## config.mk

```make
export PLATFORM = sky130hd
export DESIGN_NAME = dcache_fill_fsm
export DESIGN_NICKNAME = d
export VERILOG_FILES = /design/src/rtl/dcache_fill_fsm.sv
export SDC_FILE = /design/constraint.sdc
export NUM_CORES = 1
export LEC_CHECK = 0
export ABC_AREA = 0
export CELL_PAD_IN_SITES_DETAIL_PLACEMENT = 0
export CELL_PAD_IN_SITES_GLOBAL_PLACEMENT = 1
export CORE_MARGIN = 8
export CORE_UTILIZATION = 30
export DETAILED_ROUTE_END_ITERATION = 8
export GPL_TIMING_DRIVEN = 0
export PLACE_DENSITY_LB_ADDON = 0.1
export SYNTH_ARGS = -nofsm -noshare
export SYNTH_HDL_FRONTEND = slang
export SYNTH_SLANG_ARGS = --single-unit
```

## constraint.sdc

```tcl
create_clock -name clk -period 2.7 [get_ports clk]
set_input_delay 0.54 -clock clk [delete_from_list [all_inputs] [get_ports clk]]
set_output_delay 0.54 -clock clk [all_outputs]
set_load 0.005 [all_outputs]
```

## src/rtl/dcache_fill_fsm.sv

```systemverilog
// Data-cache miss handler: fetches the 8-word block holding the miss address,
// streams each returned word into the data array and commits the tag with the last word.
module dcache_fill_fsm #(
  parameter int WORDS = 8,
  parameter int CNT_W = 4
) (
  input  logic        clk,
  input  logic        rst,
  input  logic        miss_detected,
  input  logic [15:0] miss_address,
  input  logic        memory_data_valid,
  output logic        fsm_busy,
  output logic        mem_read_en,
  output logic [15:0] memory_address,
  output logic [15:0] fill_address,
  output logic        write_data_array,
  output logic        write_tag_array
);

  typedef enum logic {IDLE, FILL} state_t;

  localparam logic [CNT_W-1:0] CNT_FULL = CNT_W'(WORDS);
  localparam logic [CNT_W-1:0] CNT_LAST = CNT_W'(WORDS - 1);

  state_t           state, state_next;
  logic [15:0]      base, base_next;
  logic [CNT_W-1:0] req_cnt, req_cnt_next;
  logic [CNT_W-1:0] rsp_cnt, rsp_cnt_next;

  always_ff @(posedge clk or posedge rst) begin
    if (rst) begin
      state   <= IDLE;
      base    <= '0;
      req_cnt <= '0;
      rsp_cnt <= '0;
    end else begin
      state   <= state_next;
      base    <= base_next;
      req_cnt <= req_cnt_next;
      rsp_cnt <= rsp_cnt_next;
    end
  end

  always_comb begin
    state_next       = state;
    base_next        = base;
    req_cnt_next     = req_cnt;
    rsp_cnt_next     = rsp_cnt;
    fsm_busy         = 1'b0;
    mem_read_en      = 1'b0;
    memory_address   = '0;
    fill_address     = '0;
    write_data_array = 1'b0;
    write_tag_array  = 1'b0;
    case (state)
      IDLE: begin
        if (miss_detected) begin
          state_next   = FILL;
          base_next    = {miss_address[15:4], 4'b0};
          req_cnt_next = '0;
          rsp_cnt_next = '0;
        end
      end
      FILL: begin
        fsm_busy = 1'b1;
        // Requests issue back-to-back; the counter parks at WORDS once all are out.
        if (req_cnt < CNT_FULL) begin
          mem_read_en    = 1'b1;
          memory_address = base + {12'b0, req_cnt[2:0], 1'b0};
          req_cnt_next   = req_cnt + 1'b1;
        end
        // Responses are counted rather than timed, so any memory latency works.
        if (memory_data_valid && (rsp_cnt < CNT_FULL)) begin
          write_data_array = 1'b1;
          fill_address     = base + {12'b0, rsp_cnt[2:0], 1'b0};
          rsp_cnt_next     = rsp_cnt + 1'b1;
          if (rsp_cnt == CNT_LAST) begin
            write_tag_array = 1'b1;
            state_next      = IDLE;
          end
        end
      end
      default: state_next = IDLE;
    endcase
  end

endmodule

```

==> flow_metrics.env, run 1 <==
export IMPL_run_status="finished, final reports clean"
export IMPL_crit_path_top_delay_cell="clkdlybuf4s50_1"
export IMPL_num_rows=22
export IMPL_ys_warn_count=0
export IMPL_postcts_setup_bufs=0
export IMPL_clk_insertion_delay_late_ns=0.26
export IMPL_hpwlAfterDp_um=2220
export IMPL_timing_critical_path_arrival_ns=2.07
export IMPL_grt_max_degree=22
export IMPL_grt_antenna_before_repair=0
export IMPL_path_category_of_the_worst_min_delay_check="register to register"
export IMPL_critical_path_n_buffers_inverters=3
export IMPL_io_pins=56
export IMPL_irDropWorstVdd_mv=0.372
export IMPL_fillCellCount=360
export IMPL_postSynthRegisterBits=21
export IMPL_globalRouteOverflowTotal=0
export IMPL_dpl_instance_area_um2=1670
export IMPL_fin_crit_ns=2.61
export IMPL_crit_reg2reg_launch="state"
export IMPL_wire_length_the_detailed_router_placed_on_met1_um=1210
export IMPL_crit_chain="clkdlybuf4s50_1 > and3b_4 > buf_2 > and2_1 > clkdlybuf4s50_1"
export IMPL_die_width_um=76.9
export IMPL_mostFrequentLayoutCell="clkdlybuf4s50_1"
export IMPL_grt_pass1_vias=1056
export IMPL_synth_cell_type_count=22
export IMPL_met3_routed_length_um=244
export IMPL_drtPass1Iterations=4
export IMPL_final_setup_viol_count=0
export IMPL_worst_hold_startpoint="base[7]"
export IMPL_die_h_um=76.9
export IMPL_wire_per_inst_um=12.8
export IMPL_worst_setup_path_type="primary input to primary output"
export IMPL_timing_final_crit_share_pct=96.7
export IMPL_cts_root_buffer="clkbuf_8"
export IMPL_drive_above_1_share_pct=8.89
export IMPL_totalNegativeSetupSlack_ns=0
export IMPL_timing_critical_path_from_type="primary input"
export IMPL_design_core_area_um2=3610
export IMPL_worst_tran_pin_value_ns=0.785
export IMPL_static_leakage_power_nw=0.793
export IMPL_cts_made_buffers=3
export IMPL_cts_tree="yes"
export IMPL_final_cell_mix="clkdlybuf4s50_1 (49), nand2_1 (44), and2_1 (29), dfrtp_1 (21), buf_4 (6)"
export IMPL_stdcell_area_um2=1710
export IMPL_antenna_cells_inserted=0
export IMPL_postRouteWirelength_um=2910
export IMPL_final_net_count=203
export IMPL_ctsLongestPathBuffers=2
export IMPL_route_vias_total=969
export IMPL_worst_r2r_cell_count=4
export IMPL_timing_slew_headroom_pct=47.6
export IMPL_dr_first_iter_drc_count=11
export IMPL_max_clock_freq_mhz=383
export IMPL_globalRouteTotalUtil_pct=10.4
export IMPL_critPathLaunch="memory_data_valid"
export IMPL_die_footprint_um2=5910
export IMPL_globalplace_congestion=0.730
export IMPL_p_per_area_nw_per_um2=897
export IMPL_cts_resized=0
export IMPL_critical_path_reg2reg_endpoint="base[10]"
export IMPL_timing_critical_path_required_ns=2.16
export IMPL_post_synth_instance_area_um2=1110
export IMPL_crit_path_frequent_cell="clkdlybuf4s50_1"
export IMPL_maxUsedRoutingLayer="met4"
export IMPL_worst_setup_ep="fill_address[11]"
export IMPL_drt_vias_per_instance=4.25
export IMPL_io_buffer_count=49
export IMPL_hold_bufs_at_cts=0
export IMPL_drcViolationCount=0
export IMPL_critical_path_max_fanout=10
export IMPL_crit_cells=5
export IMPL_grt_first_pass_wirelength_um=5100
export IMPL_drv_max_cap_violation_count=0
export IMPL_clock_sinks=21
export IMPL_synth_cells=126
export IMPL_worst_r2r_setup_slack_ns=1.46
export IMPL_antenna_left=0
export IMPL_rsz_0062_raised_after_global_routing="false"
export IMPL_layout_overhead_on_the_synthesized_area_pct=53.9
export IMPL_synth_area_per_cell_um2=8.83
export IMPL_final_setup_skew_ns=0.00494
export IMPL_cpLargestDelayFamily="buffers and inverters"
export IMPL_synth_yosys_seq_area_share_pct=47.2
export IMPL_timing_max_transition_violations_final=0
export IMPL_h_tree_depth=1
export IMPL_met2WireLength_um=1440
export IMPL_critical_path_max_stage_delay_ns=0.50
export IMPL_worst_path_clk_slew_ns=0.07
export IMPL_hold_violations=0
export IMPL_critical_path_endpoint_type="primary output"
export IMPL_start_util_pct=30.8
==> stage by stage <==
stage	instances	power, W	hold slack, ns	utilization, %	setup WS, ns
2_1_floorplan	127	0.000948	0.450	-	1.13
3_3_place_gp	224	0.00135	0.468	46.2	0.0851
3_5_place_dp	224	0.00136	0.473	46.2	0.0878
4_1_cts	228	0.00157	0.490	47.5	0.0769
5_1_grt	228	0.00169	0.521	47.5	0.0295
6_report	228	0.00154	0.486	47.5	0.0903
==> registers in the layout, indices dropped and copies added, names as in the netlist <==
register / cells
base: 12
req_cnt: 4
rsp_cnt: 4
state: 1
==> per-layer routing <==
| metal | vias up | global-route usage (%) |
|---|---|---|
| li1 | 489 | - |
| met1 | 451 | 11.2 |
| met2 | 27 | 17.9 |
| met3 | 2 | 4.78 |
| met4 | 0 | 2.31 |
| met5 | - | 0 |
==> where the power goes <==
part	leakage [nW]	switching (W)	internal, W
clock	0.0228	0.0000953	0.000105
sequential	0.254	0.000109	0.000463
combinational	0.517	0.000297	0.000466
total	0.793	0.000502	0.00103
==> logic make-up (layout without fill, tap and decap cells) <==
family                     after synthesis  after routing  share of synthesized area, %
xor gates and xnor gates                 1              1                         0.788
AOI/OAI and AO/OA                        4              4                          2.59
and+or+nand+nor                         84             84                          37.8
muxes                                    3              3                          2.70
buffers and inverters                   10             63                          6.30
DFF                                     21             21                          47.2
other                                    1              2                         0.337
adders and majority gates                2              2                          2.25
==> worst min-delay path by stage <==
stage	endpoint	slack [ns]	depth (start not counted)
after CTS	base[12]	0.49	2
after detailed placement	base[12]	0.47	2
after floorplan	base[13]	0.45	2
final	base[7]	0.49	2
after global routing	base[7]	0.52	2
after global placement	base[15]	0.47	2
==> synth_stat cells (all sizes together) <==
master | n | area, um^2
ha | 2 | 25.0
nand2b | 1 | 6.26
a32o | 1 | 10.0
and2 | 30 | 190
dfrtp | 21 | 526
nor2b | 1 | 6.26
mux2i | 3 | 30.0
a41oi | 1 | 8.76
and3b | 1 | 12.5
buf | 9 | 66.3
and2b | 1 | 7.51
inv | 1 | 3.75
conb | 1 | 3.75
nor2 | 4 | 15.0
and3 | 1 | 11.3
xnor2 | 1 | 8.76
nand2 | 45 | 171
o21ai | 2 | 10.0
==> worst min-delay path: cells and delay by family (launching register included) <==
kind	cells	cell delay, ns
flops	1	0.35
simple gates	2	0.10
==> final cells by class <==
| type | instances | area [um^2] | area share, % |
|---|---|---|---|
| flip-flops and latches | 21 | 526 | 30.7 |
| inverters | 1 | 3.75 | 0.219 |
| clock buffers | 4 | 45.0 | 2.63 |
| multi-input cells | 96 | 520 | 30.4 |
| repair buffers | 49 | 490 | 28.7 |
| well taps | 48 | 60.1 | 3.51 |
| plain buffers | 9 | 66.3 | 3.87 |
Power figures use the tool's default switching activity.
==> run 2: changes to the inputs <==
Settings changed: CORE_UTILIZATION 30 to 28, RECOVER_POWER from default to 100.
Clock period 2.7 ns to 3 ns, I/O delays scaled along.
==> run 2 against run 1 <==
Global-route usage fell by 0.28 points. Clock-buffer cell count did not move. Sequential power fell by 9.1%. Total power fell by 12%. Register-to-register slack got worse by 0.04 ns. Die area rose by 5.6%. Hold slack improved by 0.0065 ns. Critical endpoint is now fill_address[10].
==> flow_metrics.env, run 2 (synthesis gave the netlist of run 1 again) <==
export IMPL_run_status="finished, final reports clean"
export IMPL_num_rows=23
export IMPL_wire_length_the_detailed_router_placed_on_met1_um=1310
export IMPL_io_pins=56
export IMPL_hold_violations=0
export IMPL_timing_critical_path_required_ns=2.40
export IMPL_final_net_count=203
export IMPL_path_category_of_the_worst_min_delay_check="register to register"
export IMPL_die_footprint_um2=6250
export IMPL_worst_path_clk_slew_ns=0.07
export IMPL_final_cell_mix="nand2_1 (44), clkdlybuf4s50_1 (27), dlygate4sd3_1 (22), dfrtp_1 (21), and2_1 (18)"
export IMPL_timing_slew_headroom_pct=42.1
export IMPL_timing_critical_path_from_type="primary input"
export IMPL_final_setup_skew_ns=0.00184
export IMPL_fin_crit_ns=2.80
export IMPL_start_util_pct=28.4
export IMPL_io_buffer_count=49
export IMPL_hpwlAfterDp_um=2340
export IMPL_totalNegativeSetupSlack_ns=0
export IMPL_critical_path_max_stage_delay_ns=0.57
export IMPL_hold_path_cell_count=2
export IMPL_drv_max_cap_violation_count=0
export IMPL_max_flop_register="base"
export IMPL_crit_cells=5
export IMPL_timing_critical_path_arrival_ns=2.20
export IMPL_layout_overhead_on_the_synthesized_area_pct=52.6
export IMPL_h_tree_depth=1
export IMPL_cts_resized=0
export IMPL_drcViolationCount=0
export IMPL_drtPass1Iterations=3
export IMPL_stdcell_area_um2=1700
export IMPL_clk_insertion_delay_late_ns=0.26
export IMPL_timing_final_crit_share_pct=93.3
export IMPL_wire_per_inst_um=13.6
export IMPL_antenna_cells_inserted=0
export IMPL_postcts_setup_bufs=0
export IMPL_finalHoldWorstSlack_ns=0.493
export IMPL_ctsLongestPathBuffers=2
export IMPL_worst_setup_path_type="primary input to primary output"
export IMPL_post_route_util_pct=43.4
export IMPL_maxUsedRoutingLayer="met4"
export IMPL_cts_made_buffers=3
export IMPL_dr_first_iter_drc_count=30
export IMPL_met3_routed_length_um=228
export IMPL_crit_path_top_delay_cell="dlygate4sd3_1"
export IMPL_clock_sinks=21
export IMPL_worst_tran_pin_value_ns=0.868
export IMPL_design_core_area_um2=3910
export IMPL_grt_max_degree=22
export IMPL_rsz_0062_raised_after_global_routing="false"
export IMPL_drive_above_1_share_pct=6.11
export IMPL_cts_root_buffer="clkbuf_8"
export IMPL_timing_max_transition_violations_final=0
export IMPL_critical_path_max_fanout=10
export IMPL_critical_path_endpoint_type="primary output"
export IMPL_die_h_um=79.0
export IMPL_static_leakage_power_nw=0.818
export IMPL_flip_flop_count_of_the_largest_register_after_layout=12
export IMPL_globalplace_congestion=0.723
export IMPL_irDropWorstVdd_mv=0.324
export IMPL_met2WireLength_um=1580
export IMPL_p_per_area_nw_per_um2=794
export IMPL_crit_chain="clkdlybuf4s50_1 > and3b_4 > buf_2 > and2_1 > dlygate4sd3_1"
export IMPL_critical_path_n_buffers_inverters=3
export IMPL_grt_pass1_vias=1027
export IMPL_worst_r2r_cell_count=5
export IMPL_drt_vias_per_instance=4.17
export IMPL_die_width_um=79.0
export IMPL_hold_bufs_at_cts=0
export IMPL_grt_antenna_before_repair=0
export IMPL_dpl_instance_area_um2=1670
export IMPL_globalRouteTotalUtil_pct=10.1
export IMPL_cpLargestDelayFamily="buffers and inverters"
export IMPL_final_setup_viol_count=0
export IMPL_max_clock_freq_mhz=357
export IMPL_biggestRegsByFlops="base x12, req_cnt x4, rsp_cnt x4"
export IMPL_postRouteWirelength_um=3130
export IMPL_antenna_left=0
export IMPL_route_vias_total=958
export IMPL_globalRouteOverflowTotal=0
export IMPL_grt_first_pass_wirelength_um=5020
export IMPL_mostFrequentLayoutCell="nand2_1"
export IMPL_cts_tree="yes"
[run 2: layout make-up]
cell class / instances / area [um^2]
timing repair buffer: 49 / 490
fill: 407 / 2220
tap: 50 / 62.6
multi-input combinational: 96 / 520
buffer: 9 / 50.0
sequential: 21 / 526
inverter: 1 / 3.75
clock buffer: 4 / 45.0
[run 2: per-layer routing]
metal,vias to the layer above,track usage (%)
li1,490,-
met1,442,10.9
met2,24,17.7
met3,2,4.40
met4,0,2.22
met5,-,0
[run 2: final timing paths]
path                               endpoint  slack (ns)              start
min in group asynchronous           base[8]        0.96                rst
min                                 base[4]        0.49            base[4]
min reg2reg                         base[4]        0.49            base[4]
max in group asynchronous          base[12]        1.50                rst
max reg2reg                        base[11]        1.42              state
max                        fill_address[10]        0.20  memory_data_valid
[run 2: report_power, final]
| part | switching, W | internal (W) | total, W | leakage, nW |
|---|---|---|---|---|
| Sequential | 0.000104 | 0.000416 | 0.000520 | 0.254 |
| Combinational | 0.000270 | 0.000376 | 0.000645 | 0.542 |
| Clock | 0.0000878 | 0.0000945 | 0.000182 | 0.0228 |
[run 2: metrics by stage]
| stage | setup WS (ns) | total power [W] | instances |
|---|---|---|---|
| floorplan | 1.31 | 0.000853 | 127 |
| global placement | 0.265 | 0.00121 | 226 |
| detailed placement | 0.250 | 0.00123 | 226 |
| CTS | 0.243 | 0.00143 | 230 |
| global route | 0.116 | 0.00147 | 230 |
| finish | 0.201 | 0.00135 | 230 |
[run 2: worst register-to-register path, delay by kind of cell (launching register included)]
family                 cells  cell delay (ns)
buffers and inverters      2             0.77
flip-flops                 1             0.44
AND/OR/NAND/NOR            3             0.32
==> run 3: changes to the inputs <==
Settings changed: ABC_AREA 0 to default.
==> results of run 3 <==
Same layout as run 2: the final DEF is identical, and so are final timing and power.
